`config.mk`:
```
export PLATFORM = sky130hd
export DESIGN_NAME = sifive_reset_sequencer
export DESIGN_NICKNAME = d
export VERILOG_FILES = /design/src/rtl/sifive_reset_sequencer_pkg.sv /design/src/rtl/sifive_reset_sequencer_sync_2ff.sv /design/src/rtl/sifive_reset_sequencer.sv
export SDC_FILE = /design/constraint.sdc
export NUM_CORES = 1
export LEC_CHECK = 0
export BUFFER_PORTS_ARGS = -buffer_cell sky130_fd_sc_hd__buf_2
export CORE_ASPECT_RATIO = 0.5
export CORE_MARGIN = 3
export CORE_UTILIZATION = 50
export DETAILED_ROUTE_END_ITERATION = 10
export PLACE_DENSITY = 0.69
export SETUP_SLACK_MARGIN = 0.1
export SYNTH_ARGS = -nofsm -noshare
export SYNTH_HDL_FRONTEND = slang
export SYNTH_SLANG_ARGS = --single-unit
```
`constraint.sdc`:
```
create_clock -name clock -period 2.7 [get_ports clock]
set_clock_uncertainty 0.05 [all_clocks]
set_input_delay 0.27 -clock clock [delete_from_list [all_inputs] [get_ports clock]]
set_output_delay 0.27 -clock clock [all_outputs]
set_load 0.02 [all_outputs]
```
`src/rtl/sifive_reset_sequencer_pkg.sv`:
```
// -----------------------------------------------------------------------------
// sifive_reset_sequencer_pkg
//    Shared definitions for the board-level reset sequencer:
//      - seq_state_e : sequencer state encoding. The encoding is also the
//                      value of the seq_state debug output.
//      - clog2_min1  : ceil(log2(value)) with a minimum result of 1. It sizes
//                      index vectors that must stay at least one bit wide.
// -----------------------------------------------------------------------------
package sifive_reset_sequencer_pkg;

   typedef enum logic [1:0] {
      ST_HOLD     = 2'd0,   // all domains in reset, debouncing PLL lock
      ST_RELEASE  = 2'd1,   // one-cycle step that releases domain cur_domain
      ST_WAIT_ACK = 2'd2,   // waiting for domain_ready[cur_domain]
      ST_RUN      = 2'd3    // every domain released and acknowledged
   } seq_state_e;

   function automatic int clog2_min1(input int value);
      int w;
      w = 1;
      while ((1 << w) < value) begin
         w = w + 1;
      end
      return w;
   endfunction

endpackage

```
`src/rtl/sifive_reset_sequencer_sync_2ff.sv`:
```
// -----------------------------------------------------------------------------
// sifive_sync_2ff
//    Two-flop synchronizer for a single asynchronous level signal. Both flops
//    are cleared by the asynchronous reset, so the synchronized output starts
//    at 0. The output follows the input after two clock edges.
//
// Ports
//    clock   in   sampling clock
//    areset  in   asynchronous, active-high reset (clears both flops)
//    d       in   asynchronous input level
//    q       out  synchronized level, registered
// -----------------------------------------------------------------------------
module sifive_sync_2ff (
   input  logic clock,
   input  logic areset,
   input  logic d,
   output logic q
);

   logic meta;

   always_ff @(posedge clock or posedge areset) begin
      if (areset) begin
         meta <= 1'b0;
         q    <= 1'b0;
      end else begin
         meta <= d;
         q    <= meta;
      end
   end

endmodule

```
`src/rtl/sifive_reset_sequencer.sv`:
```
// -----------------------------------------------------------------------------
// sifive_reset_sequencer
//    Board-level reset controller. It keeps NUM_DOMAINS reset outputs asserted
//    until the PLL reports a stable lock. Lock is debounced for 2^HOLD_BITS
//    cycles. The domains are then released strictly in index order, and the
//    sequencer waits for each domain's ready acknowledge before it releases
//    the next one. Any of the following re-asserts every domain and restarts
//    the sequence:
//      - lock loss
//      - an acknowledge timeout
//      - a software restart request
//
// Parameters
//    NUM_DOMAINS       number of sequenced reset outputs (>= 1)
//    HOLD_BITS         lock must be stable for 2^HOLD_BITS cycles
//    ACK_TIMEOUT_BITS  a domain may take up to 2^ACK_TIMEOUT_BITS cycles to ack
//
// Ports
//    clock         in   free-running sequencer clock
//    areset        in   asynchronous, active-high reset
//    pll_locked    in   PLL lock, asynchronous; synchronized internally
//    sw_reset_req  in   single-cycle restart pulse, synchronous to clock
//    domain_ready  in   per-domain acknowledge, synchronous to clock
//    reset_out     out  active-high domain resets (thermometer while releasing)
//    all_done      out  1 only while in RUN
//    timeout_err   out  sticky ack-timeout flag, cleared only by areset
//    seq_state     out  current state (HOLD=0, RELEASE=1, WAIT_ACK=2, RUN=3)
//    cur_domain    out  index of the domain being released / awaited
//
// Release handshake: in RELEASE the sequencer drops reset_out[cur_domain].
// It then waits in WAIT_ACK until the domain raises domain_ready[cur_domain].
// That acknowledge is consumed in the first cycle it is seen. Ready bits of
// the other domains are ignored. If no acknowledge arrives within
// 2^ACK_TIMEOUT_BITS cycles, the whole sequence is retried from HOLD.
//
// Per-cycle priority: areset > lock loss > sw_reset_req > ack > timeout.
// Every output is driven directly from a flop.
// -----------------------------------------------------------------------------
module sifive_reset_sequencer
   import sifive_reset_sequencer_pkg::*;
#(
   parameter int NUM_DOMAINS      = 4,
   parameter int HOLD_BITS        = 8,
   parameter int ACK_TIMEOUT_BITS = 12,
   localparam int DW              = clog2_min1(NUM_DOMAINS)
) (
   input  logic                   clock,
   input  logic                   areset,
   input  logic                   pll_locked,
   input  logic                   sw_reset_req,
   input  logic [NUM_DOMAINS-1:0] domain_ready,
   output logic [NUM_DOMAINS-1:0] reset_out,
   output logic                   all_done,
   output logic                   timeout_err,
   output logic [1:0]             seq_state,
   output logic [DW-1:0]          cur_domain
);

   localparam logic [DW-1:0] LAST_DOMAIN = DW'(NUM_DOMAINS - 1);

   // Synchronized PLL lock
   logic lock_s;

   sifive_sync_2ff u_lock_sync (
      .clock  (clock),
      .areset (areset),
      .d      (pll_locked),
      .q      (lock_s)
   );

   // State and datapath registers
   seq_state_e                  state_q,    state_d;
   logic [HOLD_BITS-1:0]        hold_cnt_q, hold_cnt_d;
   logic [ACK_TIMEOUT_BITS-1:0] tmo_cnt_q,  tmo_cnt_d;
   logic [DW-1:0]               cur_q,      cur_d;
   logic [NUM_DOMAINS-1:0]      rst_q,      rst_d;
   logic                        done_q,     done_d;
   logic                        err_q,      err_d;

   // Lock loss ranks above the software request, but both lead to the same
   // restart, so one abort term covers RELEASE, WAIT_ACK and RUN.
   logic abort;
   assign abort = !lock_s || sw_reset_req;

   always_ff @(posedge clock or posedge areset) begin
      if (areset) begin
         state_q    <= ST_HOLD;
         hold_cnt_q <= '0;
         tmo_cnt_q  <= '0;
         cur_q      <= '0;
         rst_q      <= '1;
         done_q     <= 1'b0;
         err_q      <= 1'b0;
      end else begin
         state_q    <= state_d;
         hold_cnt_q <= hold_cnt_d;
         tmo_cnt_q  <= tmo_cnt_d;
         cur_q      <= cur_d;
         rst_q      <= rst_d;
         done_q     <= done_d;
         err_q      <= err_d;
      end
   end

   always_comb begin
      state_d    = state_q;
      hold_cnt_d = hold_cnt_q;
      tmo_cnt_d  = tmo_cnt_q;
      cur_d      = cur_q;
      rst_d      = rst_q;
      done_d     = done_q;
      err_d      = err_q;

      unique case (state_q)
         ST_HOLD: begin
            rst_d  = '1;
            done_d = 1'b0;
            cur_d  = '0;
            if (!lock_s || sw_reset_req) begin
               // Any unstable lock cycle, or a restart request, starts the
               // debounce over.
               hold_cnt_d = '0;
            end else if (hold_cnt_q == '1) begin
               // This is the 2^HOLD_BITS-th consecutive locked cycle.
               state_d    = ST_RELEASE;
               hold_cnt_d = '0;
            end else begin
               hold_cnt_d = hold_cnt_q + 1'b1;
            end
         end

         ST_RELEASE: begin
            if (abort) begin
               state_d    = ST_HOLD;
               rst_d      = '1;
               done_d     = 1'b0;
               hold_cnt_d = '0;
               tmo_cnt_d  = '0;
               cur_d      = '0;
            end else begin
               // Thermometer: domains 0..cur_domain released, the rest held.
               for (int i = 0; i < NUM_DOMAINS; i++) begin
                  rst_d[i] = (i > int'(cur_q));
               end
               tmo_cnt_d = '0;
               state_d   = ST_WAIT_ACK;
            end
         end

         ST_WAIT_ACK: begin
            if (abort) begin
               state_d    = ST_HOLD;
               rst_d      = '1;
               done_d     = 1'b0;
               hold_cnt_d = '0;
               tmo_cnt_d  = '0;
               cur_d      = '0;
            end else if (domain_ready[cur_q]) begin
               // The acknowledge wins over a timeout in the same cycle.
               if (cur_q == LAST_DOMAIN) begin
                  state_d = ST_RUN;
                  done_d  = 1'b1;
               end else begin
                  cur_d   = cur_q + 1'b1;
                  state_d = ST_RELEASE;
               end
            end else if (tmo_cnt_q == '1) begin
               // Retry the whole sequence, including the lock debounce.
               err_d      = 1'b1;
               state_d    = ST_HOLD;
               rst_d      = '1;
               done_d     = 1'b0;
               hold_cnt_d = '0;
               tmo_cnt_d  = '0;
               cur_d      = '0;
            end else begin
               tmo_cnt_d = tmo_cnt_q + 1'b1;
            end
         end

         ST_RUN: begin
            if (abort) begin
               state_d    = ST_HOLD;
               rst_d      = '1;
               done_d     = 1'b0;
               hold_cnt_d = '0;
               tmo_cnt_d  = '0;
               cur_d      = '0;
            end else begin
               rst_d  = '0;
               done_d = 1'b1;
            end
         end

         default: begin
            state_d = ST_HOLD;
            rst_d   = '1;
            done_d  = 1'b0;
         end
      endcase
   end

   assign reset_out   = rst_q;
   assign all_done    = done_q;
   assign timeout_err = err_q;
   assign seq_state   = state_q;
   assign cur_domain  = cur_q;

endmodule

```
==> results of run 1 <==
stage by stage:
step	instances	power (mW)	instance area (um^2)	worst slack (ns)	hold slack, ns
CTS	252	0.9337	1992	0.4627	0.02167
detailed placement	244	0.5831	1911	0.4802	0.2881
global placement	244	0.5810	1911	0.5445	0.2846
finish	252	0.9275	1992	0.4646	0.007802
floorplan	178	0.5616	1752	0.4859	0.2514
global route	252	0.9751	1992	0.3273	0.02416
logic make-up after synthesis:
logic type / Yosys count / share of synthesized area
simple gates: 66 / 0.2164
compound gates: 57 / 0.2257
flops: 32 / 0.4600
buf+inv: 15 / 0.03714
fa+ha+maj: 5 / 0.03571
mux: 3 / 0.02500
worst min-delay path: cells and delay by family:
family   cells  cell delay, ns
buf+inv      3            0.49
synthesized netlist by cell type, types with 2 or more instances:
master / instances
o22ai_1: 2
o21a_1: 2
and3_1: 4
a21oi_1: 13
dfrtp_1: 28
clkbuf_1: 2
a2bb2oi_1: 2
nor3_1: 6
nand4_1: 2
nor2_1: 7
dfstp_2: 4
nand2_1: 11
nor4_1: 4
inv_1: 11
a22o_1: 5
o211a_1: 3
o21ai_0: 7
nand2b_1: 3
nand3_1: 10
o31ai_1: 6
and4_1: 2
a31oi_1: 4
nor2b_1: 4
ha_1: 5
and3b_1: 2
o22a_1: 2
or4_1: 3
registers in the layout, indices dropped and copies added, names as in the netlist:
signal,count
all_done,1
cur_domain,2
hold_cnt_q,8
reset_out,4
seq_state,2
timeout_err,1
tmo_cnt_q,12
u_lock_sync.meta,1
u_lock_sync.q,1
cell type report:
class,count,area (um^2)
flip-flops and latches,32,805.8
multi-input cells,131,880.8
inverters,11,41.29
well taps,48,60.06
fillers,267,1179
repair buffers,22,122.6
clock inverters,1,5.005
clock buffers,7,76.32
how the worst max path moves through the flow:
stage	slack (ns)	to	depth (start not counted)	startpoint
5_1_grt	0.33	all_done	4	cur_domain[0]
6_report	0.46	all_done	4	cur_domain[0]
2_1_floorplan	0.49	tmo_cnt_q[8]	5	cur_domain[0]
3_5_place_dp	0.48	all_done	4	cur_domain[0]
4_1_cts	0.46	all_done	4	cur_domain[0]
3_3_place_gp	0.54	all_done	4	cur_domain[0]
metal layers:
| metal | vias up | GRT usage | part of all wire |
|---|---|---|---|
| met5 | - | 0 | 0 |
| met4 | 0 | 0.06707 | 0.013 |
| met3 | 9 | 0.04710 | 0.046 |
| met2 | 28 | 0.3259 | 0.44 |
| met1 | 734 | 0.2563 | 0.50 |
| li1 | 734 | - | - |
where the power goes:
group / internal (mW) / switching (mW)
logic: 0.0246 / 0.0313
registers: 0.497 / 0.0215
clock network: 0.181 / 0.173
cells in the final DEF (no fill, tap or decap), types with 4 or more instances in the layout:
cell      Yosys  final
clkbuf_8      0      5
ha_1          5      5
and3_1        4      4
o31ai_1       6      6
nor2_1        7      7
a21oi_1      13     13
o21ai_0       7      7
nor4_1        4      4
inv_1        11     11
nor3_1        6      6
nor2b_1       4      4
nand2_1      11     11
buf_4         0      5
nand3_1      10     10
buf_2         1     17
dfstp_2       4      4
a22o_1        5      5
a31oi_1       4      4
dfrtp_1      28     28
==> results.py, run 1 <==
metrics = {
    "clock_tree": {
        "cts_setup_buffers": 0,
        "ctsHoldBuffers": 0,
        "htreeDepth": 2,
        "insertion_delay_ns": 0.28,
        "root_buffer": "clkbuf_8",
        "cts_made_buffers": 5,
        "clock_path_buffers": 2,
        "cts_resized": 0,
        "cts_tree": "built",
        "path_clk_slew_ns": 0.07,
        "cts_num_sinks": 32,
    },
    "critical_path": {
        "rr_worst_depth": 4,
        "end_kind": "flip-flop",
        "r2r-start": "cur_domain[0]",
        "reg2reg_slack_ns": 0.46,
        "cp_max_fo": 11,
        "worstPathBufferInverterCount": 0,
        "crit_required_ns": 2.78,
        "crit_path_top_delay_cell": "mux4_2",
        "regToRegEndpoint": "all_done",
        "cp.arrival_ns": 2.32,
        "cp_top_family": "multiplexers",
        "critPathKind": "flip-flop to flip-flop",
        "cp_slowest_stage_delay_ns": 0.59,
        "start_kind": "flip-flop",
        "crit_chain": "mux4_2, o22a_1, nor3_2, a221oi_1",
    },
    "timing": {
        "finalSetupViolations": 0,
        "slew_viol_final": 0,
        "fmax_ghz": 0.4473,
        "worstMarginPinSlew_ns": 0.5313,
        "rsz0062_at_grt": "no",
        "finalSetupTns_ns": 0,
        "min_period_ns": 2.235,
        "finalHoldViolCount": 0,
        "finalCritPeriodShare": 0.8279,
        "relSlewSlack": 0.6438,
    },
    "run_status": {
        "status": "complete, no violations",
    },
    "global_routing": {
        "grt_usage": 0.1938,
        "grt_pass1_vias": 1418,
        "antenna_found_initial": 0,
        "grt_max_degree": 33,
        "grt.overflow.total": 0,
        "grt_pass1_wl_um": 6492,
    },
    "detailed_routing": {
        "postRouteWirelength_um": 3823,
        "drc": 0,
        "detail-route-antenna-nets": 0,
        "drt_first_pass_iters": 4,
        "avgViaCountPerCell": 5.972,
        "wire_per_inst_um": 15.17,
        "vias": 1505,
        "drt_iter0_markers": 63,
    },
    "synthesis": {
        "synth_cell_types": 51,
        "yosysTopAreaCell": "dfrtp_1",
        "yosys_warnings": 0,
        "synth_cells": 178,
        "yosysSeqAreaShare": 0.4600,
        "synth_ff_type": "dfrtp_1",
        "syn_area_per_cell_um2": 9.841,
        "syn_nets": 191,
        "syn_area_mm2": 0.001752,
        "synth-edff-count": 0,
        "synth_top_cell_area_share": 0.4000,
        "synthTopCellsByArea": "dfrtp_1 40%, dfstp_2 6.0%, a21oi_1 3.7%",
        "ys_ff_latch": 32,
        "async_flop_share": 1.000,
    },
    "floorplan": {
        "dieWidth_um": 89.71,
        "start_util": 0.5525,
        "chipHeight_um": 47.86,
        "coreArea_mm2": 0.003171,
        "die_area_mm2": 0.004293,
        "boundaryPins": 18,
        "fp-row-count": 14,
    },
    "power": {
        "p_per_area_mw_per_mm2": 465.6,
        "power.leakage_nw": 0.8881,
        "peakVddDrop_mv": 0.3371,
    },
    "layout": {
        "final_layout_size_suffix_gt1_frac": 0.1863,
        "fin_nets": 216,
        "n_antenna_cell": 0,
        "area_delta_synth_final_pct": 13.71,
        "utilization": 0.6283,
    },
    "placement": {
        "gp_congestion": 0.8440,
        "io_buffers": 17,
        "hpwl_um": 2717,
    },
    "flow_run": {
        "maxCapViolCount": 0,
    },
    "hold_path": {
        "hold_path_class": "primary input to asynchronous set/reset pin",
    },
}
No activity file was read; power rests on OpenSTA's default activity.
==> run 2, diff against run 1 <==
- clock period: 2.7 -> 2.26 ns (I/O delays scaled with it)
==> results.py, run 2 (synthesized netlist as in run 1, its figures left out) <==
metrics = {
    "run_status": {
        "status": "complete, no violations",
    },
    "hold_path": {
        "min_from": "u_lock_sync.meta",
        "whs_path_depth": 0,
        "hold_path_class": "flip-flop to flip-flop",
        "holdPathEnd": "u_lock_sync.q",
    },
    "layout": {
        "final_layout_size_suffix_gt1_frac": 0.2535,
        "n_antenna_cell": 0,
        "finalNonFillerCells": 265,
        "final_cell_mix": "27 x dfrtp_1, 17 x buf_2, 16 x buf_4",
        "fin_nets": 229,
        "mostFrequentLayoutCell": "dfrtp_1",
        "largest_register": "tmo_cnt_q",
        "area_delta_synth_final_pct": 23.14,
        "largest_reg_flops": 12,
    },
    "critical_path": {
        "worstPathBufferInverterCount": 0,
        "crit_chain": "mux4_2, o22a_4, or4_1, a21boi_2",
        "cp_slowest_stage_delay_ns": 0.59,
        "cp_top_family": "multiplexers",
        "critPathKind": "flip-flop to flip-flop",
        "worst-path-stages": 4,
        "r2r-start": "cur_domain[0]",
        "cp_max_fo": 8,
        "reg2reg_slack_ns": 0.18,
        "crit_required_ns": 2.43,
        "crit_path_top_delay_cell": "mux4_2",
        "regToRegEndpoint": "tmo_cnt_q[8]",
        "start_kind": "flip-flop",
        "end_kind": "flip-flop",
        "rr_worst_depth": 4,
        "cp.arrival_ns": 2.25,
    },
    "floorplan": {
        "coreArea_mm2": 0.003171,
        "boundaryPins": 18,
        "die_area_mm2": 0.004293,
        "dieWidth_um": 89.71,
        "chipHeight_um": 47.86,
        "start_util": 0.5525,
        "fp-row-count": 14,
    },
    "detailed_routing": {
        "wire_per_inst_um": 15.63,
        "met1Wirelength_um": 1944,
        "postRouteWirelength_um": 4142,
        "wl_met2_um": 1984,
        "dr_wl_met3_um": 197,
        "drt_first_pass_iters": 5,
        "drc": 0,
        "vias": 1554,
        "avgViaCountPerCell": 5.864,
        "detail-route-antenna-nets": 0,
        "drt_iter0_markers": 84,
        "highest_layer": "met4",
    },
    "placement": {
        "io_buffers": 17,
        "place_inst": 249,
        "gp_congestion": 0.8991,
        "hpwl_um": 2801,
    },
    "power": {
        "power.leakage_nw": 0.9721,
        "p_per_area_mw_per_mm2": 600.2,
        "peakVddDrop_mv": 0.3434,
    },
    "timing": {
        "finalHoldViolCount": 0,
        "worstMarginPinSlew_ns": 0.4316,
        "finalSetupViolations": 0,
        "min_period_ns": 2.084,
        "finalSetupTns_ns": 0,
        "slew_viol_final": 0,
        "relSlewSlack": 0.7096,
        "fmax_ghz": 0.4798,
        "rsz0062_at_grt": "yes",
        "finalCritPeriodShare": 0.9222,
    },
    "global_routing": {
        "antenna_found_initial": 0,
        "grt_pass1_wl_um": 6865,
        "grt.overflow.total": 0,
        "grt_max_degree": 33,
        "grt_usage": 0.2061,
        "grt_pass1_vias": 1458,
    },
    "clock_tree": {
        "clock_path_buffers": 2,
        "cts_tree": "built",
        "path_clk_slew_ns": 0.07,
        "root_buffer": "clkbuf_8",
        "htreeDepth": 2,
        "insertion_delay_ns": 0.28,
        "cts_num_sinks": 32,
        "cts_made_buffers": 5,
    },
    "flow_run": {
        "maxCapViolCount": 0,
    },
}
## run 2: changes by cell type in the layout (fill, tap and decap cells not counted)
cell | previous run | this run
buf_4 | 5 | 16
clkbuf_1 | 2 | 0
clkbuf_8 | 5 | 7
dlygate4sd3_1 | 0 | 2
a21boi_1 | 1 | 0
a21boi_2 | 0 | 1
bufinv_16 | 0 | 1
clkinv_2 | 1 | 0
dfrtp_1 | 28 | 27
dfrtp_2 | 0 | 1
o22a_1 | 2 | 1
o22a_4 | 0 | 1
or4_1 | 3 | 2
or4_4 | 0 | 1
## run 2: layout make-up
class | count | area [um^2]
clock buffer | 7 | 96.34
multi-input combinational | 131 | 897.1
tap | 48 | 60.06
sequential | 32 | 807.0
inverter | 11 | 41.29
fill | 256 | 1013
clock inverter | 1 | 30.03
timing repair buffer | 35 | 225.2
## run 2: per-stage QoR
step	setup WS, ns	power (mW)	cell area, um^2	util	hold slack (ns)
2_1_floorplan	0.1222	0.6710	1753	-	0.2074
3_3_place_gp	0.1726	0.6939	1949	0.6148	0.2773
3_5_place_dp	0.08897	0.7009	1949	0.6148	0.2853
4_1_cts	0.1016	1.306	2096	0.6610	0.3148
5_1_grt	0.08157	1.350	2157	0.6803	0.3377
6_report	0.1759	1.295	2157	0.6803	0.3082
## run 2: worst max path at each step
| stage | from | slack, ns | to |
|---|---|---|---|
| 2_1_floorplan | cur_domain[0] | 0.12 | tmo_cnt_q[8] |
| 5_1_grt | cur_domain[0] | 0.08 | tmo_cnt_q[8] |
| 3_3_place_gp | cur_domain[0] | 0.17 | tmo_cnt_q[8] |
| 6_report | cur_domain[0] | 0.18 | tmo_cnt_q[8] |
| 4_1_cts | cur_domain[0] | 0.10 | tmo_cnt_q[8] |
| 3_5_place_dp | cur_domain[0] | 0.09 | tmo_cnt_q[8] |
## run 2: power breakdown
group          leakage [nW]  internal (mW)  switching, mW
sequential            0.414          0.593         0.0272
combinational         0.493         0.0344         0.0408
clock                0.0645          0.389          0.210
## run 2: timing repair
action	in CTS	in global routing
hold buffers	2	0
setup buffers	0	6
gates resized for setup	0	4
hold endpoints to repair	29	0
endpoints found under the setup margin	0	6
## run 2: per-layer routing
layer  track usage  vias to the layer above
li1              -                      757
met1        0.2642                      748
met2        0.3735                       44
met3       0.05338                        5
met4       0.03659                        0
met5             0                        -
## run 2: worst register-to-register path, delay by kind of cell (launching register included)
kind	cells	cell delay [ns]
AND/OR/NAND/NOR	1	0.52
multiplexers	1	0.60
AO/OA/AOI/OAI	2	0.45
flip-flops	1	0.40
